`config.mk`:
```
export PLATFORM = sky130hd
export DESIGN_NAME = decode_issue_unit
export DESIGN_NICKNAME = d
export VERILOG_FILES = /design/src/rtl/decode_issue_unit.sv
export SDC_FILE = /design/constraint.sdc
export NUM_CORES = 1
export LEC_CHECK = 0
export BUFFER_PORTS_ARGS = -buffer_cell sky130_fd_sc_hd__buf_2
export CORE_ASPECT_RATIO = 0.75
export CORE_MARGIN = 2
export CORE_UTILIZATION = 57
export DETAILED_ROUTE_END_ITERATION = 8
export PLACE_DENSITY_LB_ADDON = 0.2
export RECOVER_POWER = 50
export SETUP_SLACK_MARGIN = 0.15
export SLEW_MARGIN = 20
export SYNTH_ARGS = -nofsm -noshare
export SYNTH_HDL_FRONTEND = slang
export SYNTH_SLANG_ARGS = --single-unit
```
`constraint.sdc`:
```
create_clock -name clock -period 7.2 [get_ports clock]
set_clock_uncertainty 0.15 [all_clocks]
set_input_delay 1.44 -clock clock [delete_from_list [all_inputs] [get_ports clock]]
set_output_delay 1.44 -clock clock [all_outputs]
set_load 0.03 [all_outputs]
```
`src/rtl/decode_issue_unit.sv`:
```
// Registered decode-and-issue stage: holds one instruction, tracks in-flight destinations
// and the mul/div busy window. Optional macro DECODE_WB_BYPASS_EN releases dependents in the writeback cycle.
module decode_issue_unit #(
  parameter  int NUM_REGS   = 32,
  parameter  int PC_W       = 12,
  parameter  int MD_LATENCY = 32,
  parameter  int LINK_REG   = 31,
  parameter  int STATUS_REG = 30,
  localparam int REG_W      = $clog2(NUM_REGS)
) (
  input  logic                clock,
  input  logic                reset_n,
  input  logic                in_valid,
  output logic                in_ready,
  input  logic [31:0]         in_insn,
  input  logic [PC_W-1:0]     in_pc,
  input  logic                flush,
  output logic                out_valid,
  input  logic                out_ready,
  output logic [31:0]         out_insn,
  output logic [PC_W-1:0]     out_pc,
  output logic [1:0]          out_type,
  output logic [14:0]         out_ctrl,
  output logic [REG_W-1:0]    out_dst,
  output logic [REG_W-1:0]    out_src_a,
  output logic [REG_W-1:0]    out_src_b,
  output logic                out_writes,
  output logic                out_need_a,
  output logic                out_need_b,
  input  logic                wb_valid,
  input  logic [REG_W-1:0]    wb_reg,
  output logic                md_busy,
  output logic [NUM_REGS-1:0] pending
);

  localparam logic [REG_W-1:0] LINK_IDX   = REG_W'(LINK_REG);
  localparam logic [REG_W-1:0] STATUS_IDX = REG_W'(STATUS_REG);
  localparam logic [7:0]       MD_LOAD    = 8'(MD_LATENCY);

  logic                hold_valid_q, hold_valid_d;
  logic [31:0]         insn_q, insn_d;
  logic [PC_W-1:0]     pc_q, pc_d;
  logic [NUM_REGS-1:0] pending_q, pending_d;
  logic [7:0]          md_cnt_q, md_cnt_d;

  logic [4:0]       opcode, alu_op;
  logic [REG_W-1:0] rd, rs, rt;
  logic is_alu, is_add, is_sub, is_mul, is_div, is_addi, is_sw, is_lw;
  logic is_j, is_bne, is_jal, is_jr, is_blt, is_bex, is_setx;
  logic [NUM_REGS-1:0] eff_pending;
  logic hazard, fire;

  assign opcode = insn_q[31:27];
  assign alu_op = insn_q[6:2];
  assign rd     = insn_q[22 +: REG_W];
  assign rs     = insn_q[17 +: REG_W];
  assign rt     = insn_q[12 +: REG_W];

  assign is_alu  = (opcode == 5'd0);
  assign is_add  = is_alu && (alu_op == 5'd0);
  assign is_sub  = is_alu && (alu_op == 5'd1);
  assign is_mul  = is_alu && (alu_op == 5'd6);
  assign is_div  = is_alu && (alu_op == 5'd7);
  assign is_j    = (opcode == 5'd1);
  assign is_bne  = (opcode == 5'd2);
  assign is_jal  = (opcode == 5'd3);
  assign is_jr   = (opcode == 5'd4);
  assign is_addi = (opcode == 5'd5);
  assign is_blt  = (opcode == 5'd6);
  assign is_sw   = (opcode == 5'd7);
  assign is_lw   = (opcode == 5'd8);
  assign is_setx = (opcode == 5'd21);
  assign is_bex  = (opcode == 5'd22);

  assign out_ctrl = {is_setx, is_bex, is_blt, is_jr, is_jal, is_bne, is_j,
                     is_lw, is_sw, is_div, is_mul, is_addi, is_sub, is_add, is_alu};

  always_comb begin
    out_type = 2'd0;
    if (is_jr)                                 out_type = 2'd3;
    else if (is_j || is_jal || is_bex || is_setx) out_type = 2'd2;
    else if (is_sw || is_lw || is_bne || is_blt)  out_type = 2'd1;
  end

  always_comb begin
    out_dst = rd;
    if (is_jal)       out_dst = LINK_IDX;
    else if (is_setx) out_dst = STATUS_IDX;
  end

  assign out_src_a  = is_bex ? STATUS_IDX : rs;
  assign out_src_b  = (is_bne || is_blt || is_jr || is_sw) ? rd : rt;
  assign out_writes = (is_alu || is_addi || is_lw || is_jal || is_setx) && (out_dst != '0);
  assign out_need_a = is_alu || is_addi || is_sw || is_lw || is_bne || is_blt || is_bex;
  assign out_need_b = (is_alu && (alu_op != 5'd8) && (alu_op != 5'd9)) || is_bne || is_jr || is_blt;

`ifdef DECODE_WB_BYPASS_EN
  logic [NUM_REGS-1:0] wb_mask;
  assign wb_mask     = wb_valid ? (NUM_REGS'(1) << wb_reg) : '0;
  assign eff_pending = pending_q & ~wb_mask;
`else
  assign eff_pending = pending_q;
`endif

  assign hazard = (out_need_a && (out_src_a != '0) && eff_pending[out_src_a]) ||
                  (out_need_b && (out_src_b != '0) && eff_pending[out_src_b]) ||
                  (out_writes && eff_pending[out_dst]) ||
                  ((is_mul || is_div) && (md_cnt_q != 8'd0));

  assign out_valid = hold_valid_q && !hazard && !flush;
  assign fire      = out_valid && out_ready;
  assign in_ready  = !flush && (!hold_valid_q || fire);
  assign out_insn  = insn_q;
  assign out_pc    = pc_q;
  assign md_busy   = (md_cnt_q != 8'd0);
  assign pending   = pending_q;

  always_comb begin
    hold_valid_d = hold_valid_q;
    insn_d       = insn_q;
    pc_d         = pc_q;
    if (flush) begin
      hold_valid_d = 1'b0;
    end else if (in_valid && in_ready) begin
      hold_valid_d = 1'b1;
      insn_d       = in_insn;
      pc_d         = in_pc;
    end else if (fire) begin
      hold_valid_d = 1'b0;
    end

    // Set after clear so an issuing writer wins over a same-register retire.
    pending_d = pending_q;
    if (wb_valid)             pending_d[wb_reg]  = 1'b0;
    if (fire && out_writes)   pending_d[out_dst] = 1'b1;
    pending_d[0] = 1'b0;

    md_cnt_d = md_cnt_q;
    if (fire && (is_mul || is_div)) md_cnt_d = MD_LOAD;
    else if (md_cnt_q != 8'd0)      md_cnt_d = md_cnt_q - 8'd1;
  end

  always_ff @(posedge clock or negedge reset_n) begin
    if (!reset_n) begin
      hold_valid_q <= 1'b0;
      insn_q       <= '0;
      pc_q         <= '0;
      pending_q    <= '0;
      md_cnt_q     <= '0;
    end else begin
      hold_valid_q <= hold_valid_d;
      insn_q       <= insn_d;
      pc_q         <= pc_d;
      pending_q    <= pending_d;
      md_cnt_q     <= md_cnt_d;
    end
  end

endmodule

```
### Yosys cells after proc, flatten, opt, wreduce, memory -nomap -nowiden

Index checks and enable logic that the tools add are counted.

| cells by class | value |
|---|---|
| eq/ne operators | 15 |
| div/mod/pow operators | 0 |
| magnitude comparators | 6 |
| reduce and logical (&&, ||, !) cells | 60 |
| shifts and indexed selects | 0 |
| bitwise gates (word level) | 4 |
| mux-type cells | 24 |
| multipliers | 0 |
| add/sub/neg operators | 1 |

Operator list:

| operator | number |
|---|---|
| 2-to-1 mux 32 bit | 2 |
| bitwise AND 32 bit | 1 |
| NOT 32 bit | 1 |
| OR 32 bit | 1 |
| == test 5 x 3 -> 1 bit (second input constant) | 6 |
| logical OR 1 bit | 26 |
| < comparator 5 x 6 -> 1 bit (second input constant) | 4 |
| logical AND 1 bit | 22 |
| 2-to-1 mux 5 bit | 4 |
| 2-to-1 mux 8 bit | 2 |
| binary-select mux 1 bit (select 5 bit) | 3 |
| nonzero test 5 bit | 3 |
| demux 1 bit (select 5 bit) | 2 |
| == test 5 x 1 -> 1 bit (second input constant) | 2 |
| == test 5 x 2 -> 1 bit (second input constant) | 2 |
| == test 5 bit (second input constant) | 2 |
| >= comparator 5 x 1 -> 1 bit (second input constant) | 2 |
| logical NOT 5 bit | 2 |
| inequality test 5 x 4 -> 1 bit (second input constant) | 2 |
| 2-to-1 mux 1 bit | 9 |
| nonzero test 8 bit | 1 |
| subtractor 8 x 1 -> 8 bit (second input constant) | 1 |
| == test 5 x 4 -> 1 bit (second input constant) | 1 |
| 2-to-1 mux 2 bit | 2 |
| other kinds (5) | 7 |

| word-level totals | value |
|---|---|
| latch bits | 0 |
| word-level logic and storage cells | 115 |
| register bits | 84 |
| memories kept | 0 |
| output and inout bits | 114 |
| bits in writable memories | 0 |
| memory bits (read-only) | 0 |
| input port bits | 55 |

### Longest topological paths before layout

| logic depth | value |
|---|---|
| depth after elaboration | 21 |
| mapped depth | 14 |
| mapped depth without buffers | 11 |

### Worst setup path after synthesis

OpenSTA, ideal clock, no wires.

| path | value |
|---|---|
| path kind | flip-flop to output port |
| start point | register insn_q[29], in the netlist out_insn[29] |
| end point | output port out_valid |
| buffers on the path | 1 |
| arrival time | 3381 ps |
| required time | 5610 ps |
| stages on the path, launching flop included | 10 |
| slack | 2229 ps |
| cell sequence | dfrtp_1 > and2b_1 > o211ai_1 > buf_2 > mux2i_1 > inv_1 > a31oi_1 > a221oi_1 > o31a_1 > nor4_1 |

| on the way | value |
|---|---|
| elaborated cells on any way between the ends | 56 |
| those cells by class | eq/ne (9); mux (10); reduce/logical (37) |

RTL lines:

| item | line | text |
|---|---|---|
| start, declared | 41 | `logic [31:0] insn_q, insn_d;` |
| start signal, assigned | 152 | `insn_q <= insn_d;` |
| == test 5 x 2 -> 1 bit or == test 5 x 3 -> 1 bit (tied branches) | 65, 69 |  |
| logical OR 1 bit (2 in series) | 92 | `assign out_src_b = (is_bne \|\| is_blt \|\| is_jr \|\| is_sw) ? rd : rt;` |
| logical OR 1 bit (*) | 92 |  |
| 2-to-1 mux 5 bit (*) | 92 |  |
| named net out_src_b[1] | 26 | `output logic [REG_W-1:0] out_src_b,` |
| binary-select mux 1 bit (select 5 bit) or nonzero test 5 bit (tied branches) | 106 | `(out_need_b && (out_src_b != '0) && eff_pending[out_src_b]) \|\|` |
| 2-to-1 mux 1 bit (not written as such) or logical AND 1 bit (tied branches) | 106 |  |
| logical AND 1 bit (*) | 106 |  |
| logical OR 1 bit (*) | 105 | `assign hazard = (out_need_a && (out_src_a != '0) && eff_pending[out_src_a]) \|\|` |
| logical OR 1 bit (*) | 106 |  |
| logical OR 1 bit (*) | 107 | `(out_writes && eff_pending[out_dst]) \|\|` |
| logical NOT 1 bit (*) | 110 | `assign out_valid = hold_valid_q && !hazard && !flush;` |
| logical AND 1 bit (*) (2 in series) | 110 |  |
| end, declared | 18 | `output logic out_valid,` |

Mark *: on every way through the listed nets, which the timed path passes. The rest lies on a longest branch. The select of a mux whose other input is x is not followed.

### Worst setup path after layout

| path | value |
|---|---|
| start point | register insn_q[29], in the netlist out_insn[29] |
| end point | output port in_ready |

| on the way | value |
|---|---|
| longest elaborated chain between the ends | 18 |
| elaborated cells on any way between the ends | 59 |
| those cells by class | eq/ne (9); mux (10); reduce/logical (40) |

RTL lines:

| item | line | text |
|---|---|---|
| branches (longest 11 deep; another with == test 5 x 2 -> 1 bit) | -- |  |
| logical OR 1 bit (*) | 107 |  |
| logical NOT 1 bit (*) | 110 |  |
| logical AND 1 bit (*) (2 in series) | 110 |  |
| logical AND 1 bit (*) | 111 | `assign fire = out_valid && out_ready;` |
| logical OR 1 bit (*) | 112 | `assign in_ready = !flush && (!hold_valid_q \|\| fire);` |
| logical AND 1 bit (*) | 112 |  |
| end, declared | 14 | `output logic in_ready,` |

Mark *: on every way between the ends. The select of a mux whose other input is x is not followed.

==> impl_metrics.py <==
metrics = {
    "status": {
        "status": "finished with violations",
        "violations": "capacitance limit, slew limit",
    },
    "yosys": {
        "synth.distinct_cells": 81,
        "avgSynthCellArea_um2": 9.22,
        "synth-xor-area-share": 0.00779,
        "synthCells": 610,
        "synth.area.mux_share": 0.141,
        "synth-main-ff-cell": "dfrtp_1",
        "syn_nets": 666,
        "synth_compound_area_frac": 0.214,
        "async_flop_share": 1.00,
        "synth_fa_ha_area_frac": 0.00222,
        "synth_edf_count": 0,
        "ys_ff_latch": 84,
        "synthTopCellsByArea": "dfrtp_1 37%, mux2_1 8.8%, o21ai_0 6.1%, nand2_1 2.9%, buf_4 2.4%",
        "yosysWarnings": 0,
        "yosysTopAreaCellShare": 0.374,
        "yosysTopAreaCell": "dfrtp_1",
        "synth_top_family_by_area": "compound AO/OA/AOI/OAI gates",
        "synth_area_mm2": 0.00562,
        "synth-seq-area-share": 0.374,
        "synthSimpleGateAreaFrac": 0.188,
    },
    "detailed_routing": {
        "wl_per_cell_um": 23.5,
        "first_pass_iters": 5,
        "m1WireLength_um": 8380,
        "wl_met2_um": 8970,
        "post_drt_via_cell_ratio": 6.77,
        "highest_layer": "met4",
        "via_count": 5927,
        "postRouteAntennaNets": 0,
        "drt_iter0_markers": 760,
        "totalWireLength_um": 20600,
        "drc_errors": 0,
        "wl_met3_um": 2670,
    },
    "critical_path": {
        "crit_fanout": 26,
        "critical_path_class": "reg2out",
        "cp-end-kind": "primary output",
        "crit_path_max_incr_delay_ns": 0.84,
        "path_buf_inv": 1,
        "crit_path_top_delay_cell": "dfrtp_1",
        "required_ns": 5.61,
        "cpMostUsedCell": "nor2_1",
        "r2r_slack_ns": 2.00,
        "cp_cell_sequence": "nand2b_1 > a211oi_4 > nor2_1 > a222oi_1 > o2111ai_1 > o31a_1 > nor4_4 > nor2_1 > nor2_1 > buf_2",
        "cp_top_family": "compound AO/OA/AOI/OAI gates",
        "r2r-start": "out_insn[29]$_DFFE_PN0P_",
        "crit_start": "out_insn[29]$_DFFE_PN0P_",
        "worst_setup_path_start_kind": "register",
        "arrival_ns": 4.31,
    },
    "clocking": {
        "clockBufferDepth": 2,
        "clock_tree.root_cell": "clkbuf_16",
        "clock-sinks": 84,
        "h-tree-depth": 3,
        "clk_pin_slew_ns": 0.06,
        "cts_hold_buffers": 0,
        "clkLatencyLatePin_ns": 0.35,
        "tritoncts": "done",
        "cts_setup_buffers": 0,
        "cts_buffers": 9,
        "cts_resized": 0,
    },
    "floorplanning": {
        "die_area_mm2": 0.0107,
        "die_h_um": 90.0,
        "ios": 169,
        "die_w_um": 119,
        "core_area_mm2": 0.00962,
        "row_count": 31,
        "initial_utilization": 0.585,
    },
    "timing": {
        "slew_viol_final": 85,
        "fmax_mhz": 169,
        "relSlewSlack": -2.00,
        "tns_ns": 0,
        "hold_violations": 0,
        "fin_crit_ns": 5.90,
        "rsz0062_at_grt": "no",
        "worstMarginPinSlew_ns": 4.50,
        "finalSetupViolations": 0,
        "layout_setup_ws_ns": 1.30,
        "period_share": 0.820,
    },
    "global_route": {
        "grt_overflow": 0,
        "grt_pass1_wl_um": 32000,
        "grt_pass1_vias": 5607,
        "grt_max_degree": 85,
        "grt_usage": 0.385,
        "antenna_found_initial": 0,
    },
    "power_and_ir_drop": {
        "p_comb_frac": 0.392,
        "p_int_mw": 1.13,
        "p_clk_frac": 0.253,
        "worst_ir_drop_vdd_v": 0.000202,
        "power_leakage_nw": 2.87,
        "powerDensity_mw_per_mm2": 311,
        "p_total_mw": 2.05,
        "p_sw_mw": 0.928,
        "p_sw_frac": 0.452,
        "seqPwrFrac": 0.355,
    },
    "job": {
        "drv_cap": 1,
    },
    "final_layout": {
        "final_cell_mix": "115 x buf_2, 84 x dfrtp_1, 69 x o21ai_0",
        "diodes": 0,
        "post-route-util": 0.686,
        "finalNetCount": 795,
        "fill_cells": 807,
        "mostFrequentLayoutCell": "buf_2",
        "final_layout_size_suffix_gt1_frac": 0.215,
        "area_growth_pct": 17.4,
    },
    "placed_design": {
        "portBuffers": 167,
        "place_hpwl_um": 14900,
        "place_ws_ns": 1.79,
        "gp_congestion": 1.01,
    },
    "hold_path": {
        "worstHoldStart": "out_pc[4]$_DFFE_PN0P_",
        "min_path_type": "reg2reg",
    },
}
[synthesized netlist by cell type, drive strengths merged, types with 8 or more instances]
| cell | n |
|---|---|
| a211oi | 10 |
| a21oi | 14 |
| a31oi | 9 |
| buf | 31 |
| clkbuf | 20 |
| dfrtp | 84 |
| inv | 28 |
| mux2 | 52 |
| mux2i | 12 |
| nand2 | 44 |
| nand2b | 9 |
| nand3 | 25 |
| nand3b | 8 |
| nand4 | 9 |
| nor2 | 31 |
| nor2b | 8 |
| nor3 | 16 |
| o21ai | 70 |
| o31ai | 11 |
[area by class of cell]
cell class                 instances  area, um2  area share
tap                              132        165      0.0250
clock inverter                     6       96.3      0.0146
inverter                          28        105      0.0159
timing repair buffer             169        786       0.119
clock buffer                      10        229      0.0347
multi-input combinational        447       3120       0.472
sequential                        84       2100       0.318
[stage by stage]
step / hold slack, ns / cells / instance area [um2]
finish: 0.335 / 876 / 6600
global route: 0.346 / 876 / 6600
CTS: 0.335 / 876 / 6670
detailed placement: 0.321 / 860 / 6340
global placement: 0.313 / 860 / 6340
floorplan: 0.304 / 610 / 5620
[cells by family (layout without fill, tap and decap cells)]
| logic type | count (synthesis) | in the layout |
|---|---|---|
| compound gates | 178 | 178 |
| xor+xnor | 5 | 5 |
| fa+ha+maj | 1 | 1 |
| buf+inv | 79 | 213 |
| flops | 84 | 84 |
| mux | 68 | 68 |
| other cells | 1 | 1 |
| simple gates | 194 | 194 |
[metal layers]
metal	vias to the layer above	track usage
met5	-	0
met4	0	0.139
met3	73	0.103
met2	475	0.562
met1	2861	0.550
li1	2518	-
[power by group through the flow]
stage	clock (mW)	sequential [mW]	combinational (mW)
final	0.520	0.729	0.805
after global placement	0	0.716	0.783
after floorplan	0	0.751	0.515
after CTS	0.521	0.718	0.805
after global routing	0.540	0.741	0.858
after detailed placement	0	0.725	0.799
[worst paths after layout]
| path | to | depth (start not counted) |
|---|---|---|
| max in group asynchronous | out_insn[14]$_DFFE_PN0P_ | 1 |
| worst min register to register | out_pc[4]$_DFFE_PN0P_ | 1 |
| worst min-delay path | out_pc[4]$_DFFE_PN0P_ | 1 |
| min in group asynchronous | out_insn[0]$_DFFE_PN0P_ | 1 |
| worst max register to register | out_insn[11]$_DFFE_PN0P_ | 10 |
| worst max-delay path | in_ready | 10 |
[sequential cells by signal (all words and copies together), names as in the netlist]
name / count
out_insn: 32
md_cnt_q: 8
hold_valid_q: 1
out_pc: 12
pending: 31
No activity file was read; power rests on OpenSTA's default activity.
